### config.mk
export PLATFORM = sky130hd
export DESIGN_NAME = vc_input_demux
export DESIGN_NICKNAME = d
export VERILOG_FILES = /design/src/rtl/vc_input_demux.sv
export SDC_FILE = /design/constraint.sdc
export NUM_CORES = 1
export LEC_CHECK = 0
export CELL_PAD_IN_SITES_DETAIL_PLACEMENT = 0
export CELL_PAD_IN_SITES_GLOBAL_PLACEMENT = 2
export CORE_MARGIN = 2
export CORE_UTILIZATION = 30
export DETAILED_ROUTE_END_ITERATION = 7
export PLACE_DENSITY = 0.62
export SLEW_MARGIN = 15
export SYNTH_ARGS = -nofsm -noshare
export SYNTH_HDL_FRONTEND = slang
export SYNTH_SLANG_ARGS = --single-unit
### constraint.sdc
create_clock -name clk -period 2.36 [get_ports clk]
set_input_delay 0.708 -clock clk [delete_from_list [all_inputs] [get_ports clk]]
set_output_delay 0.708 -clock clk [all_outputs]
set_load 0.05 [all_outputs]
### src/rtl/vc_input_demux.sv
// vc_input_demux
// Receive-side VC demultiplexer for one router input port. A single link flit
// stream, tagged with its virtual channel, is steered into one of VC small
// FIFOs. Each FIFO head is presented downstream as an independent
// valid/ready plane on packed buses.
//
// Flow control towards the link is combinational on the VC tag and the FIFO
// occupancy only, so the upstream sender can evaluate credit before it
// commits a flit. Flits carrying an out-of-range tag are swallowed, never
// stall the link, and latch a sticky error flag that only reset clears.

module vc_input_demux #(
    parameter int VC          = 4,
    parameter int DATA_WIDTH  = 32,
    parameter int DEPTH       = 4,
    parameter int VC_ID_WIDTH = 2
) (
    input  logic                     clk,
    input  logic                     rst,
    input  logic [DATA_WIDTH-1:0]    data_in,
    input  logic [VC_ID_WIDTH-1:0]   vc_in,
    input  logic                     valid_in,
    output logic                     ready_in,
    output logic [VC*DATA_WIDTH-1:0] data_out_portVC,
    output logic [VC-1:0]            valid_out_portVC,
    input  logic [VC-1:0]            ready_out_portVC,
    output logic [VC-1:0]            vc_full,
    output logic                     vc_error
);

    localparam int                PTR_W    = $clog2(DEPTH);
    localparam int                CNT_W    = PTR_W + 1;
    localparam logic [CNT_W-1:0]  FULL_CNT = CNT_W'(DEPTH);
    localparam logic [PTR_W-1:0]  PTR_ONE  = PTR_W'(1);
    localparam logic [CNT_W-1:0]  CNT_ONE  = CNT_W'(1);
    localparam logic [CNT_W-1:0]  CNT_ZERO = CNT_W'(0);

    // A tag is legal when it names one of the instantiated VCs.
    function automatic logic tag_is_legal(input logic [VC_ID_WIDTH-1:0] tag);
        logic [31:0] tag_ext;
        tag_ext = 32'(tag);
        return (tag_ext < 32'(VC));
    endfunction

    logic            tag_legal_s;
    logic [VC-1:0]   sel_s;
    logic [VC-1:0]   full_s;
    logic [VC-1:0]   nonempty_s;
    logic [VC-1:0]   push_s;
    logic [VC-1:0]   pop_s;
    logic            ready_s;
    logic            error_set_s;
    logic            vc_error_q;
    logic            vc_error_d;

    // Decode the incoming tag and derive link-side flow control and the per-VC push strobes.
    always_comb begin
        sel_s       = '0;
        tag_legal_s = tag_is_legal(vc_in);
        for (int i = 0; i < VC; i++) begin
            sel_s[i] = (vc_in == VC_ID_WIDTH'(i));
        end
        if (tag_legal_s) begin
            // A pop on the selected VC this cycle does not free room for the push:
            // readiness is taken from the registered occupancy only.
            ready_s = ~|(sel_s & full_s);
        end else begin
            // Illegal tags are always accepted so a bad sender cannot wedge the link.
            ready_s = 1'b1;
        end
        push_s      = {VC{valid_in & tag_legal_s}} & sel_s & ~full_s;
        error_set_s = valid_in & ~tag_legal_s;
    end

    // Sticky error flag accumulates every illegal-tag flit until reset.
    always_comb begin
        vc_error_d = vc_error_q;
        if (error_set_s) begin
            vc_error_d = 1'b1;
        end else begin
            vc_error_d = vc_error_q;
        end
    end

    // Sticky error register; only the asynchronous reset clears it.
    always_ff @(posedge clk or posedge rst) begin
        if (rst) begin
            vc_error_q <= 1'b0;
        end else begin
            vc_error_q <= vc_error_d;
        end
    end

    for (genvar g = 0; g < VC; g++) begin : g_vc
        logic [PTR_W-1:0]      wr_ptr_q;
        logic [PTR_W-1:0]      wr_ptr_d;
        logic [PTR_W-1:0]      rd_ptr_q;
        logic [PTR_W-1:0]      rd_ptr_d;
        logic [CNT_W-1:0]      count_q;
        logic [CNT_W-1:0]      count_d;
        logic [DATA_WIDTH-1:0] mem_q [DEPTH];
        logic [DATA_WIDTH-1:0] head_s;

        // Occupancy flags and the downstream pop strobe (pops while empty are ignored).
        always_comb begin
            nonempty_s[g] = (count_q != CNT_ZERO);
            full_s[g]     = (count_q == FULL_CNT);
            pop_s[g]      = nonempty_s[g] & ready_out_portVC[g];
        end

        // Pointer and occupancy next-state; simultaneous push and pop leaves the count unchanged.
        always_comb begin
            wr_ptr_d = wr_ptr_q;
            rd_ptr_d = rd_ptr_q;
            count_d  = count_q;
            if (push_s[g]) begin
                wr_ptr_d = wr_ptr_q + PTR_ONE;
            end else begin
                wr_ptr_d = wr_ptr_q;
            end
            if (pop_s[g]) begin
                rd_ptr_d = rd_ptr_q + PTR_ONE;
            end else begin
                rd_ptr_d = rd_ptr_q;
            end
            case ({push_s[g], pop_s[g]})
                2'b10:   count_d = count_q + CNT_ONE;
                2'b01:   count_d = count_q - CNT_ONE;
                default: count_d = count_q;
            endcase
        end

        // Pointer and occupancy registers; reset drops every buffered flit.
        always_ff @(posedge clk or posedge rst) begin
            if (rst) begin
                wr_ptr_q <= '0;
                rd_ptr_q <= '0;
                count_q  <= '0;
            end else begin
                wr_ptr_q <= wr_ptr_d;
                rd_ptr_q <= rd_ptr_d;
                count_q  <= count_d;
            end
        end

        // Flit storage; contents are don't-care while the slot is not occupied, so no reset.
        always_ff @(posedge clk) begin
            if (push_s[g]) begin
                mem_q[wr_ptr_q] <= data_in;
            end
        end

        // Head flit is forced to zero while empty so stale storage never leaks downstream.
        always_comb begin
            if (nonempty_s[g]) begin
                head_s = mem_q[rd_ptr_q];
            end else begin
                head_s = '0;
            end
        end

        assign data_out_portVC[g*DATA_WIDTH +: DATA_WIDTH] = head_s;
    end

    assign ready_in         = ready_s;
    assign valid_out_portVC = nonempty_s;
    assign vc_full          = full_s;
    assign vc_error         = vc_error_q;

endmodule

Word-level counts from Yosys, hierarchy flattened --
Memories as Yosys holds them, arrays and structs flattened. Cells that the tools add are included.
Operators by class: bitwise operators 8, mux-type cells 16, $add $sub $neg 16, reduce and logical (&&, ||, !) cells 11, eq/ne operators 15
Operator list (count):
- two-way mux 32 bit | 4
- one-hot mux 3 bit (2 select lines) | 4
- adder 2 x 1 -> 2 bit (second input constant) | 8
- adder 3 x 1 -> 3 bit (second input constant) | 4
- bitwise AND 4 bit | 3
- equality test 2 bit (second input constant) | 6
- equality test 3 bit (second input constant) | 4
- nonzero test 3 bit | 4
- subtractor 3 x 1 -> 3 bit (second input constant) | 4
- equality test 2 x 1 -> 1 bit (second input constant) | 5
- two-way mux 1 bit | 8
- nonzero test 2 bit | 4
- bitwise AND 1 bit | 4
- NOT 4 bit | 1
- OR reduction 4 bit | 1
- zero test 2 bit | 1
- zero test 1 bit | 1
Word-level totals: RAM bits 512, memories kept 4, flip-flop bits (word level) 28, word-level logic and storage cells 82, output and inout bits 138
Memories:
- g_vc[0].mem_q | words 4, bits a word 32, read ports 1, clocked after memory_dff 0, write ports 1, RTL line 101 | logic [DATA_WIDTH-1:0] mem_q [DEPTH];
- g_vc[1].mem_q | words 4, bits a word 32, read ports 1, clocked after memory_dff 0, write ports 1, RTL line 101
- g_vc[2].mem_q | words 4, bits a word 32, read ports 1, clocked after memory_dff 0, write ports 1, RTL line 101
- g_vc[3].mem_q | words 4, bits a word 32, read ports 1, clocked after memory_dff 0, write ports 1, RTL line 101

Longest topological paths before layout --
Gate-level depths: netlist (run 1).
depth after elaboration 5, depth in mapped cells 10

Worst setup path after synthesis (run 1) --
No wires, ideal clock.
path type flip-flop to output port, start register g_vc[0].count_q[0], end output port ready_in, stages on the path, launching flop included 4, path buffers 0, data required time 1.652 ns, data arrival time 2.394 ns, path slack -0.742 ns, path through dfrtp_1 > nor3b_1 > a211oi_1 > a21o_1
On the way: word-level cells in the longest chain between the ends 4
Ends and longest elaborated chain:
- from (decl) | RTL line 99 | logic [CNT_W-1:0] count_q;
- from (signal assigned) | RTL line 142 | count_q <= count_d;
- equality test 3 bit | RTL line 107 | full_s[g] = (count_q == FULL_CNT);
- named net vc_full[0] | RTL line 27 | output logic [VC-1:0] vc_full,
- bitwise AND 4 bit | RTL line 66 | ready_s = ~|(sel_s & full_s);
- OR reduction 4 bit | RTL line 66
- zero test 1 bit | RTL line 66
- to (decl) | RTL line 23 | output logic ready_in,
The timed path passes the listed nets, and every way through them passes these cells.

Final worst setup path (run 1) --
start register g_vc[3].rd_ptr_q[0], end output port data_out_portVC[119]
On the way: word-level cells in the longest chain between the ends 2
Ends and longest elaborated chain:
- from (decl) | RTL line 97 | logic [PTR_W-1:0] rd_ptr_q;
- from (signal assigned) | RTL line 141 | rd_ptr_q <= rd_ptr_d;
- memory read (4 x 32 bit)
- two-way mux 32 bit | RTL line 155 | if (nonempty_s[g]) begin
- to (decl) | RTL line 24 | output logic [VC*DATA_WIDTH-1:0] data_out_portVC,
Every way passes these cells.

==> reports/qor_table.md, run 1 <==
| Metric | This run | Unit |
|---|---|---|
| Clock Latency Late Sink | 0.63 | ns |
| Vias in the first global route | 11100 | - |
| Internal power consumption | 26.8 | mW |
| RePlAce Congestion | 0.725 | - |
| Crit share post-route | 126 | % |
| Horizontal die dimension | 269 | microns |
| Switching fraction of total power | 36.7 | % |
| Unrepaired setup endpoints after global routing | yes | - |
| DRC | 0 | - |
| Combined global-route utilization of all metal layers | 15.1 | % |
| Count of yosys warnings during synthesis | 0 | - |
| # diodes | 0 | - |
| Number of max-slew violations in the final report | 0 | - |
| Combinational share of power | 52.5 | % |
| Antenna-violating nets left | 0 | - |
| Number of nets produced by synthesis | 1040 | - |
| EDFF count, synth | 512 | - |
| Area inside the core boundary | 69800 | sq um |
| Number of antenna violations at the first check in global routing | 3 | - |
| Largest net degree at the start of global routing | 35 | - |
| # port buffers | 177 | - |
| Worst-case setup margin in the final layout | -0.616 | ns |
| Failing checks | setup timing | - |
| Met3 track demand over resource in global routing | 2.39 | % |
| Cell count after synthesis | 975 | - |
| Post-synthesis sequential element count | 540 | - |
| Critical Path Fanout Max | 5 | - |
| Sequential group share of total power | 27.5 | % |
| Maximum root-to-sink buffer count | 3 | - |
| Via count normalized by instance count | 4.57 | - |
| Relative slew margins | 50.6 | % |
| Sum of overflow across all layers after global routing | 0 | - |
| Worst min-delay path category | reg -> reg | - |
| Combined area of all synthesized cells | 21100 | sq um |
| Relative contribution of the clock network to total power | 19.9 | % |
| Synth-to-layout area growth | 36.4 | % |
| Total die area | 72400 | sq um |
| CTS root buffer | clkbuf_16 | - |
| Proportion of layout cells with a drive suffix above 1 | 48.2 | % |
| Average cell area after synthesis | 21.6 | sq um |
| Met2 demand-to-capacity share in global routing | 25.1 | % |
| Num Clock Sinks | 540 | - |
| Critical Path Start Type | flip-flop | - |
| Static leakage power | 10.0 | nW |
| Detailed Route Iter0 Violations | 737 | - |
| Psw | 15.5 | mW |
| Synth Flop Type | edfxtp_1 | - |
| Post-route minimum period | 2.98 | ns |
| Clock slew at the register clock pins of the worst setup and hold paths | 0.06 | ns |
| Distinct cell type count after synthesis | 30 | - |
| Largest vdd supply drop | 928 | uV |
| Num CTS Buffers | 57 | - |
| Number of setup violations in the final report | 135 | - |
| Worst-margin pin slew | 0.739 | ns |
| Hold Violations, Final | 0 | - |
| Fillers | 6130 | - |
| Number of detailed-routing iterations run before antenna repair | 7 | - |
| Global-route wire length before repair | 77800 | microns |
| Nets@finish | 1368 | - |
| Path type of the worst setup path | reg -> out | - |
| Initial core utilization | 30.2 | % |
| Total power after layout | 42.3 | mW |
| Aggregate routed wire length | 54500 | microns |
| Number of levels the H-tree was split into | 2 | - |
| Max-cap violations | 0 | - |
| Most utilized layer in the global route result | met2 | - |
| Crit path arrival time | 2.27 | ns |
| Boundary Pins | 179 | - |
| Power density over the cells | 1470 | nW/um^2 |
| Wire per inst | 23.8 | microns |
| HPWL after detailed placement | 34600 | microns |
| Met1 layer usage reported by global route | 21.1 | % |
| Result of the run | finished with violations | - |
| Synth async-reset ratio | 5.19 | % |
| Maximum clock frequency | 336 | MHz |
| TritonCTS clock tree | built | - |
| Accumulated negative setup slack | -69.35 | ns |
| Sequential area share after synthesis | 76.3 | % |
| Cell row count | 97 | - |
| Worst clock skew | 0.0268 | ns |
| Required time of the worst setup path | 1.65 | ns |
| Number of vias in the routed layout | 10500 | - |
| Die span in y | 269 | microns |
| Endpoint kind of the worst setup timing path | primary output | - |
==> per-layer routing <==
layer | share of wire (%) | vias up
li1 | - | 4513
met1 | 44 | 5622
met2 | 50 | 270
met3 | 4.7 | 57
met4 | 1.3 | 0
met5 | 0 | -
==> power by group through the flow <==
stage / Sequential [mW] / Clock (mW) / Combinational [mW]
after floorplan: 11.7 / 0 / 10.9
after global placement: 11.9 / 0 / 18.9
after detailed placement: 11.9 / 0 / 19.0
after CTS: 11.6 / 8.68 / 22.6
after global routing: 11.7 / 9.00 / 23.3
final: 11.7 / 8.43 / 22.2
==> synth_stat cells (2+ instances only) <==
cell type	n	share of area, %
and2_1	144	4.3
and2_2	4	0.14
dfrtp_1	28	3.3
xor2_1	12	0.50
xnor2_1	12	0.50
inv_1	27	0.48
mux2_2	3	0.16
mux4_2	128	14
nor2_1	4	0.071
mux2i_1	5	0.24
clkbuf_1	24	0.43
edfxtp_1	512	73
nor3_2	2	0.095
buf_4	13	0.46
fa_1	4	0.38
nor3b_1	3	0.11
buf_2	12	0.29
ha_1	20	1.2
or3_1	4	0.12
nand3_1	4	0.095
==> final cells by class <==
cell class | instances | area [sq um] | share of cell area [%]
clock inverter | 37 | 307 | 1.07
sequential | 540 | 16100 | 56.0
timing repair buffer | 319 | 4590 | 16.0
multi-input combinational | 358 | 5020 | 17.5
inverter | 27 | 101 | 0.353
clock buffer | 67 | 1460 | 5.09
tap | 940 | 1180 | 4.09
==> through the flow <==
stage	std cells	cell area, sq um	hold WS, ns	setup slack (ns)	util [%]
final	2288	28700	0.497	-0.616	41.2
after global routing	2288	28700	0.515	-0.675	41.2
after global placement	2148	25600	0.467	-0.377	36.7
after CTS	2285	28700	0.493	-0.671	41.1
after detailed placement	2148	25600	0.467	-0.347	36.7
after floorplan	975	21100	0.445	-0.110	-
==> flip-flops by register name, indices dropped and copies added (netlist names) <==
signal and cells:
g_vc.rd_ptr_q 8, g_vc.wr_ptr_q 8, g_vc.mem_q 512, g_vc.count_q 12
==> placed cells by master, fill, tap and decap left out, types with 7 or more instances in the layout <==
| cell | n |
|---|---|
| buf_4 | 69 |
| clkbuf_16 | 60 |
| buf_12 | 122 |
| and2_4 | 122 |
| dfrtp_1 | 20 |
| clkinv_2 | 7 |
| ha_1 | 19 |
| buf_6 | 49 |
| xnor2_1 | 12 |
| clkbuf_1 | 10 |
| inv_1 | 25 |
| buf_8 | 31 |
| mux4_2 | 128 |
| dfrtp_2 | 8 |
| and2_1 | 10 |
| edfxtp_1 | 512 |
| and2_2 | 16 |
| clkinv_1 | 19 |
| xor2_1 | 12 |
| clkdlybuf4s50_1 | 39 |
==> cells by family (layout without fill, tap and decap cells) <==
family | Yosys count | after routing | share of synthesized area (%)
flops | 540 | 540 | 76.3
simple gates | 170 | 170 | 5.18
mux | 137 | 137 | 14.2
buf+inv | 77 | 450 | 1.71
fa+ha+maj | 24 | 24 | 1.57
xor+xnor | 24 | 24 | 0.998
compound gates | 2 | 2 | 0.0713
other cells | 1 | 1 | 0.0178
==> timing repair <==
| action | CTS | global route |
|---|---|---|
| resized for setup | 262 | 19 |
| hold buffers | 0 | 0 |
| pin swaps | 33 | 13 |
| setup buffers | 25 | 9 |
| cloned | 9 | 3 |
| setup endpoints to repair | 137 | 140 |
==> worst max-delay path, stage by stage, from the launching register on <==
cell and delay, ns:
dfrtp_2 0.47, buf_12 0.15, buf_8 0.13, mux4_2 0.59, and2_4 0.18, buf_6 0.14
==> worst paths after layout <==
path | cells past startpoint | slack, ns | end | start
worst max-delay path | 5 | -0.62 | data_out_portVC[119] | g_vc[3].rd_ptr_q[0]
worst min-delay path | 1 | 0.50 | g_vc[2].count_q[2] | g_vc[2].count_q[2]
worst max register to register | 12 | 0.09 | g_vc[0].count_q[2] | g_vc[0].count_q[0]
worst min register to register | 1 | 0.50 | g_vc[2].count_q[2] | g_vc[2].count_q[2]
max in group asynchronous | 3 | 1.49 | g_vc[1].rd_ptr_q[0] | rst
min in group asynchronous | 3 | 0.55 | g_vc[0].wr_ptr_q[1] | rst
No activity file was read; power rests on OpenSTA's default activity.
==> run 2: changes to the inputs <==
CORE_UTILIZATION = 36   (was 30)
PLACE_DENSITY = 0.71   (was 0.62)
==> run 2 against run 1 <==
Compared with the run above: clock skew shrank 0.0033 ns; worst setup slack gained 0.057 ns; highest routed layer is now met5; flip-flop and latch count is the same; largest cell class unchanged; the run still ends with setup timing left; clock-buffer cell count is the same; critical path depth grew 1.
==> reports/qor_table.md, run 2 (same netlist as run 1, synthesis figures left out) <==
| Metric | This run | Unit | Delta |
|---|---|---|---|
| Result of the run | finished with violations | - |  |
| Failing checks | setup timing | - |  |
| Final standard cell area without fillers | 28800 | sq um | +0.17% |
| Cell row count | 88 | - | -9.3% |
| Number of cells after detailed placement | 1962 | - | -8.7% |
| Number of detailed-routing iterations run before antenna repair | 4 | - | -3 |
| Nets@finish | 1357 | - | -0.80% |
| # port buffers | 177 | - | unchanged |
| Total placed instance area | 26100 | sq um | +2.0% |
| Num Clock Sinks | 540 | - | unchanged |
| Num CTS Buffers | 55 | - | -3.5% |
| Crit path arrival time | 2.21 | ns | -0.06 ns |
| Cell Count, Final, Fillers Out | 2100 | - | -8.2% |
| Hold depth | 1 | - | unchanged |
| Total power after layout | 43.1 | mW | +1.8% |
| DRC | 0 | - | unchanged |
| Via count normalized by instance count | 4.90 | - | +7.2% |
| Clock slew at the register clock pins of the worst setup and hold paths | 0.06 | ns | about the same |
| Required time of the worst setup path | 1.65 | ns | about the same |
| Total die area | 60500 | sq um | -16% |
| Worst-margin pin slew | 0.757 | ns | +0.0185 ns |
| Fillers | 4613 | - | -25% |
| Worst setup slack before clock tree synthesis | -0.351 | ns | -0.00433 ns |
| TritonCTS clock tree | built | - |  |
| Unrepaired setup endpoints after global routing | yes | - |  |
| CTS Hold Bufs | 0 | - | unchanged |
| Initial core utilization | 36.4 | % | +6.3 points |
| Accumulated negative setup slack | -62.33 | ns | +7.03 ns |
| Static leakage power | 10.1 | nW | +0.76% |
| Critical Path Fanout Max | 5 | - | unchanged |
| Maximum root-to-sink buffer count | 3 | - | unchanged |
| Critical Path Start Type | flip-flop | - |  |
| Relative slew margins | 49.3 | % | -1.2 points |
| Boundary Pins | 179 | - | unchanged |
| Endpoint kind of the worst setup timing path | primary output | - |  |
| Path type of the worst setup path | reg -> out | - |  |
| Number of levels the H-tree was split into | 2 | - | unchanged |
| Worst hold path startpoint | g_vc[3].count_q[2] | - |  |
| Synth-to-layout area growth | 36.7 | % |  |
| Final Util | 49.8 | % | +8.6 points |
| # diodes | 0 | - | unchanged |
| Proportion of layout cells with a drive suffix above 1 | 47.6 | % | -0.65 points |
| Sum of overflow across all layers after global routing | 0 | - | unchanged |
| Number of setup violations in the final report | 135 | - | unchanged |
| Wire per inst | 23.9 | microns | about the same |
| Antenna-violating nets left | 0 | - | unchanged |
| Max-cap violations | 0 | - | unchanged |
| Global-route wire length before repair | 73500 | microns | -5.6% |
| RR Endpoint | g_vc[1].count_q[2] | - |  |
| Register-to-register setup slack | 0.07 | ns | -0.02 ns |
| Dominant delay contributor by cell family on the critical path | buffers and inverters | - |  |
| Regs by FF count | g_vc.mem_q x512, g_vc.count_q x12 | - |  |
| Die span in y | 246 | microns | -8.6% |
| Worst-case setup margin in the final layout | -0.558 | ns | +0.0574 ns |
| Hold slack final | 0.494 | ns | -0.00279 ns |
| Power density over the cells | 1500 | nW/um^2 | +1.6% |
| Largest vdd supply drop | 1240 | uV | +33% |
| FF-to-FF Start | g_vc[1].count_q[1] | - |  |
| Largest net degree at the start of global routing | 36 | - | +2.9% |
| Crit share post-route | 124 | % | -2.4 points |
| Cell-by-cell listing of the critical path | buf_12, buf_12, buf_16, mux4_2, and2_4, buf_12 | - |  |
| Number of antenna violations at the first check in global routing | 2 | - | -1 |
| Detailed Route Iter0 Violations | 801 | - | +8.7% |
| Combined global-route utilization of all metal layers | 16.9 | % | +1.8 points |
| Vias in the first global route | 10900 | - | -2.0% |
| Slowest cell delay on critical path | 0.52 | ns | -0.07 ns |
| Most used cell, CP | buf_12 | - |  |
| CTS root buffer | clkbuf_16 | - |  |
| Hold Violations, Final | 0 | - | unchanged |
| HPWL after detailed placement | 31700 | microns | -8.2% |
| Leading cell type in the layout, fill and taps excluded | edfxtp_1 | - |  |
| Aggregate routed wire length | 50100 | microns | -8.1% |
| Worst min-delay path category | reg -> reg | - |  |
| Hold EP | g_vc[3].count_q[2] | - |  |
| Post-route minimum period | 2.92 | ns | -0.0574 ns |
| Maximum clock frequency | 343 | MHz | +2.0% |
| Multi-input gate area in the final layout | 5010 | sq um | -0.22% |
| Critical path buffers and inverters | 4 | - | +1 |
| Number of flip-flops in the largest register | 512 | - | unchanged |
| Highest-count cells in the layout ignoring fill and taps | edfxtp_1 (512), buf_12 (186), mux4_2 (128) | - |  |
| Clock Latency Late Sink | 0.60 | ns | -0.03 ns |
| Area inside the core boundary | 57800 | sq um | -17% |
| Number of vias in the routed layout | 10300 | - | -1.6% |
| Register with the most flip-flops | g_vc.mem_q | - |  |
| Cell type of the slowest stage on the worst timing path | mux4_2 | - |  |
| Sequential cell area | 16100 | sq um | about the same |
| Horizontal die dimension | 246 | microns | -8.6% |
| Worst clock skew | 0.0235 | ns | -0.00326 ns |
| Number of max-slew violations in the final report | 0 | - | unchanged |
| Cell count of the worst reg-to-reg path | 10 | - | -2 |
| RePlAce Congestion | 0.742 | - | +2.3% |
## run 2: cell count changes in the layout (fill, tap and decap cells not counted), sizes merged
cell,previous run,this run
buf,276,269
clkinv,29,25
bufinv,3,4
inv,30,29
clkbuf,70,68
## run 2: repair_timing
action	CTS	global route
gates resized for setup	196	7
gates cloned	8	1
endpoints found under the setup margin	136	137
hold endpoints to repair	0	0
pin swaps	22	4
setup buffers	24	10
## run 2: layout make-up
class | instances | area share (%)
Multi-Input combinational cell | 358 | 17.4
Clock inverter | 33 | 0.939
Tap cell | 765 | 3.32
Clock buffer | 67 | 4.94
Inverter | 27 | 0.352
Timing Repair Buffer | 310 | 17.2
Sequential cell | 540 | 55.9
## run 2: worst max path at each step
stage / startpoint / to / slack (ns) / cells past startpoint
3_3_place_gp: vc_in[0] / ready_in / -0.29 / 5
6_report: g_vc[1].rd_ptr_q[0] / data_out_portVC[55] / -0.56 / 6
2_1_floorplan: g_vc[0].count_q[0] / g_vc[0].count_q[2] / -0.11 / 9
5_1_grt: g_vc[1].rd_ptr_q[0] / data_out_portVC[51] / -0.63 / 6
4_1_cts: g_vc[1].rd_ptr_q[0] / data_out_portVC[51] / -0.60 / 6
3_5_place_dp: vc_in[0] / ready_in / -0.35 / 5
## run 2: report_power, final
part	switching [mW]	internal, mW
logic	11.4	11.8
registers	0.359	11.3
clock network	3.50	4.71
total	15.3	27.8
## run 2: layer usage
metal | GRT usage (%) | up-vias | part of all wire [%]
li1 | - | 4511 | -
met1 | 23.3 | 5426 | 43
met2 | 27.6 | 292 | 50
met3 | 3.55 | 59 | 5.7
met4 | 3.83 | 2 | 1.7
met5 | 0 | - | 0.026
